### config.mk
export PLATFORM = sky130hd
export DESIGN_NAME = dc_ipu_addr_compute_s2
export DESIGN_NICKNAME = d
export VERILOG_FILES = /design/src/rtl/dc_ipu_pkg.sv /design/src/rtl/dc_ipu_step_accum.sv /design/src/rtl/dc_ipu_addr_compute_s2.sv
export SDC_FILE = /design/constraint.sdc
export NUM_CORES = 1
export LEC_CHECK = 0
export CAP_MARGIN = 20
export CORE_ASPECT_RATIO = 1.1
export CORE_MARGIN = 5
export CORE_UTILIZATION = 25
export DETAILED_ROUTE_END_ITERATION = 7
export PLACE_DENSITY = 0.42
export REMOVE_ABC_BUFFERS = 1
export SYNTH_ARGS = -nofsm -noshare
export SYNTH_HDL_FRONTEND = slang
export SYNTH_HIERARCHICAL = 1
export SYNTH_SLANG_ARGS = --single-unit
### constraint.sdc
create_clock -name clk -period 4.6 [get_ports clk]
set_input_delay 0.92 -clock clk [delete_from_list [all_inputs] [get_ports clk]]
set_output_delay 0.92 -clock clk [all_outputs]
set_load 0.05 [all_outputs]
### src/rtl/dc_ipu_pkg.sv
// Shared types and default widths for the IPU scaler address path.
package dc_ipu_pkg;

    localparam int unsigned DC_IPU_FRACT_WIDTH = 8;
    localparam int unsigned DC_IPU_INT_WIDTH   = 12;
    localparam int unsigned DC_IPU_LEN_WIDTH   = 12;

    typedef enum logic {
        IDLE,
        RUN
    } dc_ipu_addr_gen_state_e;

endpackage

### src/rtl/dc_ipu_step_accum.sv
// Accumulator: load takes priority and sets value to base; step adds inc (modulo 2^DATA_WIDTH).
module dc_ipu_step_accum #(
    parameter int unsigned DATA_WIDTH = 21
) (
    input  logic                  clk,
    input  logic                  nreset,
    input  logic                  load,
    input  logic                  step,
    input  logic [DATA_WIDTH-1:0] base,
    input  logic [DATA_WIDTH-1:0] inc,
    output logic [DATA_WIDTH-1:0] value
);

    always_ff @(posedge clk or negedge nreset) begin
        if (!nreset) begin
            value <= '0;
        end else if (load) begin
            value <= base;
        end else if (step) begin
            value <= value + inc;
        end
    end

endmodule

### src/rtl/dc_ipu_addr_compute_s2.sv
// Generates doubled, centre-aligned source coordinates (2i+1)*scale per output pixel,
// repeated for each line of a frame, behind a back-pressure tolerant output register.
module dc_ipu_addr_compute_s2 import dc_ipu_pkg::*; #(
    parameter int unsigned FRACT_WIDTH = DC_IPU_FRACT_WIDTH,
    parameter int unsigned INT_WIDTH   = DC_IPU_INT_WIDTH,
    parameter int unsigned DATA_WIDTH  = INT_WIDTH + FRACT_WIDTH + 1,
    parameter int unsigned LEN_WIDTH   = DC_IPU_LEN_WIDTH
) (
    input  logic                           clk,
    input  logic                           nreset,
    input  logic                           clr,
    input  logic                           start,
    input  logic [INT_WIDTH+FRACT_WIDTH-1:0] cfg_scale,
    input  logic [LEN_WIDTH-1:0]           cfg_len,
    input  logic [LEN_WIDTH-1:0]           cfg_lines,
    output logic                           busy,
    output logic                           out_valid,
    input  logic                           out_ready,
    output logic [DATA_WIDTH-1:0]          out_data,
    output logic                           out_last,
    output logic                           out_frame_last
);

    dc_ipu_addr_gen_state_e state_q, state_d;

    logic [INT_WIDTH+FRACT_WIDTH-1:0] scale_q;
    logic [LEN_WIDTH-1:0]             len_q, lines_q;
    logic [LEN_WIDTH-1:0]             px_cnt_q, ln_cnt_q;
    logic [DATA_WIDTH-1:0]            acc, acc_base, acc_inc;
    logic                             start_ok, adv, line_end, frame_end;
    logic                             acc_load, acc_step;

    assign start_ok  = (state_q == IDLE) && start && !clr
                       && (cfg_len != '0) && (cfg_lines != '0);
    assign line_end  = (px_cnt_q == len_q - LEN_WIDTH'(1));
    assign frame_end = line_end && (ln_cnt_q == lines_q - LEN_WIDTH'(1));

    always_ff @(posedge clk or negedge nreset) begin
        if (!nreset) begin
            state_q <= IDLE;
        end else begin
            state_q <= state_d;
        end
    end

    always_comb begin
        state_d = state_q;
        unique case (state_q)
            IDLE: if (start_ok) state_d = RUN;
            RUN:  if (adv && frame_end) state_d = IDLE;
            default: state_d = IDLE;
        endcase
        if (clr) state_d = IDLE;
    end

    always_comb begin
        adv  = (state_q == RUN) && !clr && (!out_valid || out_ready);
        busy = (state_q == RUN) || out_valid;
    end

    always_ff @(posedge clk or negedge nreset) begin
        if (!nreset) begin
            scale_q  <= '0;
            len_q    <= '0;
            lines_q  <= '0;
            px_cnt_q <= '0;
            ln_cnt_q <= '0;
        end else if (clr) begin
            px_cnt_q <= '0;
            ln_cnt_q <= '0;
        end else if (start_ok) begin
            scale_q  <= cfg_scale;
            len_q    <= cfg_len;
            lines_q  <= cfg_lines;
            px_cnt_q <= '0;
            ln_cnt_q <= '0;
        end else if (adv) begin
            if (line_end) begin
                px_cnt_q <= '0;
                ln_cnt_q <= ln_cnt_q + LEN_WIDTH'(1);
            end else begin
                px_cnt_q <= px_cnt_q + LEN_WIDTH'(1);
            end
        end
    end

    // Line end reloads scale so the next line's first beat follows with no bubble.
    assign acc_load = clr || start_ok || (adv && line_end);
    assign acc_step = adv && !line_end;
    assign acc_base = clr      ? '0
                    : start_ok ? DATA_WIDTH'(cfg_scale)
                    :            DATA_WIDTH'(scale_q);
    assign acc_inc  = DATA_WIDTH'({scale_q, 1'b0});

    dc_ipu_step_accum #(
        .DATA_WIDTH(DATA_WIDTH)
    ) u_accum (
        .clk   (clk),
        .nreset(nreset),
        .load  (acc_load),
        .step  (acc_step),
        .base  (acc_base),
        .inc   (acc_inc),
        .value (acc)
    );

    always_ff @(posedge clk or negedge nreset) begin
        if (!nreset) begin
            out_valid      <= 1'b0;
            out_data       <= '0;
            out_last       <= 1'b0;
            out_frame_last <= 1'b0;
        end else if (clr) begin
            out_valid <= 1'b0;
        end else if (adv) begin
            out_valid      <= 1'b1;
            out_data       <= acc;
            out_last       <= line_end;
            out_frame_last <= frame_end;
        end else if (out_ready) begin
            out_valid <= 1'b0;
        end
    end

endmodule

; ---- After elaboration in Yosys (flattened, before gate mapping)
; Index checks and enable logic that the tools add are counted.
[word_totals]
wordCells = 65
ff_bits = 114
[classes]
n_mux = 19
n_reduce_logical = 26
eq_ne = 2
bitwise_logic = 2
addsub = 5
[ops]
columns = op, count
row1 = $mux W12, 8
row2 = $mux W21, 2
row3 = $mux W20, 2
row4 = $add A12 B1 Y12 const B, 2
row5 = $eq A12 B12 Y1, 2
row6 = $reduce_bool A12 Y1, 2
row7 = $sub A12 B1 Y12 const B, 2
row8 = $add A21 B21 Y21, 1
row9 = $logic_and A1 B1 Y1, 10
row10 = $reduce_bool A3 Y1, 3
row11 = $mux W1, 6
row12 = $reduce_and A2 Y1, 3
row13 = $logic_or A1 B1 Y1, 4
row14 = $logic_not A1 Y1, 3
row15 = $not A1 Y1, 2
row16 = $pmux W1 S2, 1
row17 = $reduce_bool A2 Y1, 1

; ---- Depth between registers and ports, before layout
[depth]
depth_word = 8
ltp_mapped = 15

; ---- Hierarchy
; Netlist, hierarchy kept.
[by_module_without_submodules]
columns = module, cells_per_inst, area_each_um2, instances
row1 = dc_ipu_addr_compute_s2, 457, 4874.7, 1
row2 = dc_ipu_step_accum, 211, 1886.8, 1

; ---- Least setup slack after synthesis
; Ideal clock, no wire load.
[synth_path]
path_type = reg2reg
start = reg len_q[0]
end = reg u_accum.value[4]
path_stages_with_launch = 14
setup_slack_ns = 1.281
period_less_slack_ns = 3.319
path_buffers = 3
setup_ns = 0.137
arrival_ns = 3.183
required_time_ns = 4.463
cell_sequence = dfrtp_1 > inv_1 > ha_1 > or4b_4 > or4_1 > a21oi_1 > nor3_1 > or4b_1 > clkbuf_1 > and2_1 > buf_6 > clkbuf_1 > a211oi_1 > a21oi_1
[synth_via]
elab_chain_cells = 5
word_cells_on_any_way = 8
cone_classes = add/sub (1) / eq/ne (1) / mux (1) / reduce/logical (5)
[synth_rtl]
columns = element, line_no
row1 = "start, declared", dc_ipu_addr_compute_s2.sv:27  ; logic [LEN_WIDTH-1:0] len_q, lines_q;
row2 = "start signal, assigned", dc_ipu_addr_compute_s2.sv:73  ; len_q <= cfg_len;
row3 = $sub A12 B1 Y12, dc_ipu_addr_compute_s2.sv:35  ; assign line_end = (px_cnt_q == len_q - LEN_WIDTH'(1));
row4 = $eq A12 B12 Y1, dc_ipu_addr_compute_s2.sv:35
row5 = $logic_not A1 Y1, dc_ipu_addr_compute_s2.sv:89  ; assign acc_step = adv && !line_end;
row6 = $logic_and A1 B1 Y1, dc_ipu_addr_compute_s2.sv:89
row7 = net acc_step, dc_ipu_addr_compute_s2.sv:31  ; logic acc_load, acc_step;
row8 = $reduce_bool A2 Y1 (no source line), n/a
row9 = "end signal, assigned", dc_ipu_step_accum.sv:18  ; value <= base;
row10 = "end signal, assigned", dc_ipu_step_accum.sv:20  ; value <= value + inc;
row11 = "end, declared", dc_ipu_step_accum.sv:11  ; output logic [DATA_WIDTH-1:0] value
; The timed path passes the listed nets, and every way through them passes these cells.
; A chain may end at the register's enable or synchronous reset.

; ---- Worst setup path in the final report
; Same ends and word-level chain as after synthesis.

==> results.sh <==
export IMPL_status="finished clean"
export IMPL_vias=5309
export IMPL_switchingPower_mw=1.524
export IMPL_powerDensity_nw_per_um2=495.4
export IMPL_yosys_register_bits=114
export IMPL_insertion_delay_ns=0.42
export IMPL_final_hold_viol_count=0
export IMPL_power_leakage_nw=3.435
export IMPL_maxSlewViolCount=0
export IMPL_n_fill_cell=2804
export IMPL_start_util=0.2523
export IMPL_antenna_found_initial=0
export IMPL_arrival_ns=4.13
export IMPL_rr_startpoint="len_q[0]"
export IMPL_regToRegSetupSlack_ns=0.77
export IMPL_ys_types=63
export IMPL_fmax_mhz=261.2
export IMPL_fin_tns_setup_ns=0
export IMPL_fin_crit_sh=0.8324
export IMPL_min_period_ns=3.829
export IMPL_grt_ovfl_total=0
export IMPL_ctsHoldBuffers=0
export IMPL_p_sw_frac=0.3605
export IMPL_worst_slack_ns=0.7711
export IMPL_yosysSeqAreaShare=0.4219
export IMPL_syn_cell_area_um2=6761
export IMPL_drive_gt1_frac=0.1691
export IMPL_yosysWarnings=6
export IMPL_synth_top_area_frac=0.4219
export IMPL_cts_tree="built"
export IMPL_numCtsBuffers=17
export IMPL_synth_edf_count=0
export IMPL_place_ws_ns=0.6498
export IMPL_postCtsSetupBuffers=0
export IMPL_synth_flop_cell="dfrtp_1"
export IMPL_drc=0
export IMPL_worst_path_max_fanout=12
export IMPL_clk_pin_slew_ns=0.06
export IMPL_cts_max_level=4
export IMPL_place_hpwl_mm=13.45
export IMPL_grt_pass1_vias=5638
export IMPL_vias_per_cell=4.766
export IMPL_syn_inst=668
export IMPL_nets=818
export IMPL_required_ns=4.90
export IMPL_pwr_share_comb=0.350
export IMPL_p_int_mw=2.703
export IMPL_finClkSkew_ns=0.01036
export IMPL_area_growth_pct=26.17
export IMPL_firstDrtPassIters=4
export IMPL_ios=74
export IMPL_vdd_ir_drop_max_mv=0.2687
export IMPL_drt_antenna_violating_nets=0
export IMPL_drt_iter0_markers=266
export IMPL_cts_repair_resized=0
export IMPL_multi_input_area_um2=3729
export IMPL_hp_class="in -> async"
export IMPL_num_rows=63
export IMPL_slew_headroom=0.5076
export IMPL_synth_area_top_cells="dfrtp_1 42%, mux2_2 11%, ha_1 4.4%, xnor2_1 3.1%, xor2_1 3.0%"
export IMPL_pwr_share_seq=0.327
export IMPL_root_buffer="clkbuf_16"
export IMPL_critical_path_class="reg -> reg"
export IMPL_grt_max_degree=70
export IMPL_r2r_cells=12
export IMPL_dieArea_um2=30440
export IMPL_finalWirelength_mm=18.53
export IMPL_io_buffers=73
export IMPL_end_kind="flip-flop"
export IMPL_antenna_cells=0
export IMPL_die_y_um=182.5
export IMPL_setup_violations=0
export IMPL_grt_pass1_wl_mm=30.39
export IMPL_worst_pin_slew_ns=0.7385
export IMPL_clock_path_buffers=2
export IMPL_die_w_um=166.8
export IMPL_core_um2=26800
export IMPL_start_kind="flip-flop"
export IMPL_grt_usage=0.1248
export IMPL_seqCellArea_um2=2853
export IMPL_async_flop_share=1.000
export IMPL_grt_setup_unrepaired="no"
export IMPL_syn_avg_cell_area_um2=10.12
export IMPL_whs_ns=0.3549
export IMPL_finalWeightedCongestion=0.7976
export IMPL_cts_sinks=114
export IMPL_cap_violations=0
export IMPL_r2r_end="u_accum/value[4]"
export IMPL_synth_top_cell_by_area="dfrtp_1"
export IMPL_wl_per_cell_um=16.64
export IMPL_p_clk_frac=0.324
-- sequential cells by signal (all words and copies together) (netlist names) --
name            flops
out_last            1
u_accum/value      21
out_data           21
px_cnt_q           12
state_q             1
scale_q            20
ln_cnt_q           12
out_frame_last      1
lines_q            12
len_q              12
out_valid           1
-- critical path, stage by stage (launching register included) --
cell	delay, ns
dfrtp_1	0.44
inv_1	0.09
ha_1	0.22
or4b_4	0.51
or3_1	0.32
and4b_1	0.21
nor3_1	0.37
or4b_1	0.25
and2_1	0.63
buf_4	0.31
nor2b_1	0.07
a211oi_1	0.22
a21oi_1	0.06
-- power by group through the flow --
stage               Clock (mW)  Sequential [mW]  Combinational [mW]
floorplan                    0             1.59               0.817
global placement             0             1.40                1.47
detailed placement           0             1.40                1.48
CTS                       1.40             1.39                1.49
global route              1.45             1.41                1.61
finish                    1.37             1.38                1.48
-- cell families after synthesis --
family,share of synthesized area
and+or+nand+nor,0.1856
AOI/OAI and AO/OA,0.1286
DFF,0.4219
muxes,0.1275
xor gates and xnor gates,0.06088
buffers and inverters,0.02757
adders and majority gates,0.04737
other,0.0005546
-- final cells by class --
class	count	area share
clock buffers	20	0.05236
clock inverters	12	0.01863
inverters	11	0.004840
multi-input cells	516	0.4371
flip-flops and latches	114	0.3344
well taps	357	0.05236
repair buffers	84	0.1003
-- through the flow --
stage / power (mW) / utilization / std cells / area (um^2)
after floorplan: 2.410 / - / 641 / 6620
after global placement: 2.867 / 0.2947 / 1081 / 7898
after detailed placement: 2.881 / 0.2947 / 1081 / 7898
after CTS: 4.277 / 0.3173 / 1113 / 8503
after global routing: 4.472 / 0.3183 / 1114 / 8531
final: 4.226 / 0.3183 / 1114 / 8531
-- how the worst max path moves through the flow --
stage	start	endpoint	slack, ns	cells after the start
after floorplan	cfg_len[7]	u_accum/value[13]	0.05	8
after global placement	cfg_lines[9]	u_accum/value[13]	0.72	9
after detailed placement	cfg_lines[1]	u_accum/value[19]	0.65	9
after CTS	len_q[0]	u_accum/value[20]	0.73	13
after global routing	len_q[0]	u_accum/value[4]	0.57	12
final	len_q[0]	u_accum/value[4]	0.77	12
-- cell usage after synthesis, drive strengths merged (10+ instances only) --
cell,n
nand2,48
a22oi,11
o21ai,39
mux2i,13
nand4,12
clkbuf,20
nand3,25
nor2b,28
a21o,10
nor2,37
nor3,19
nor4,13
ha,24
mux2,65
a31oi,10
dfrtp,114
a21oi,32
inv,11
xnor2,24
xor2,23
-- placed cells by master, fill, tap and decap left out, types with 23 or more instances in the layout --
cell type and instances:
a21oi_1 31, nor2_1 35, xnor2_1 24, o21ai_1 27, xor2_1 23, clkdlybuf4s50_1 72, nand3_1 25, dfrtp_1 114
ha_1 24, nand2_1 48, nor2b_1 28, mux2_2 65
-- metal layers --
layer  part of all wire  up-vias  GRT usage  routed length, um
met5                  0        -          0                  0
met4              0.013        0    0.03241                245
met3              0.032       19    0.03076                584
met2               0.51       86     0.2187               9395
met1               0.45     2620     0.1538               8308
li1                   -     2584          -                  -
(Power assumes the default switching activity.)
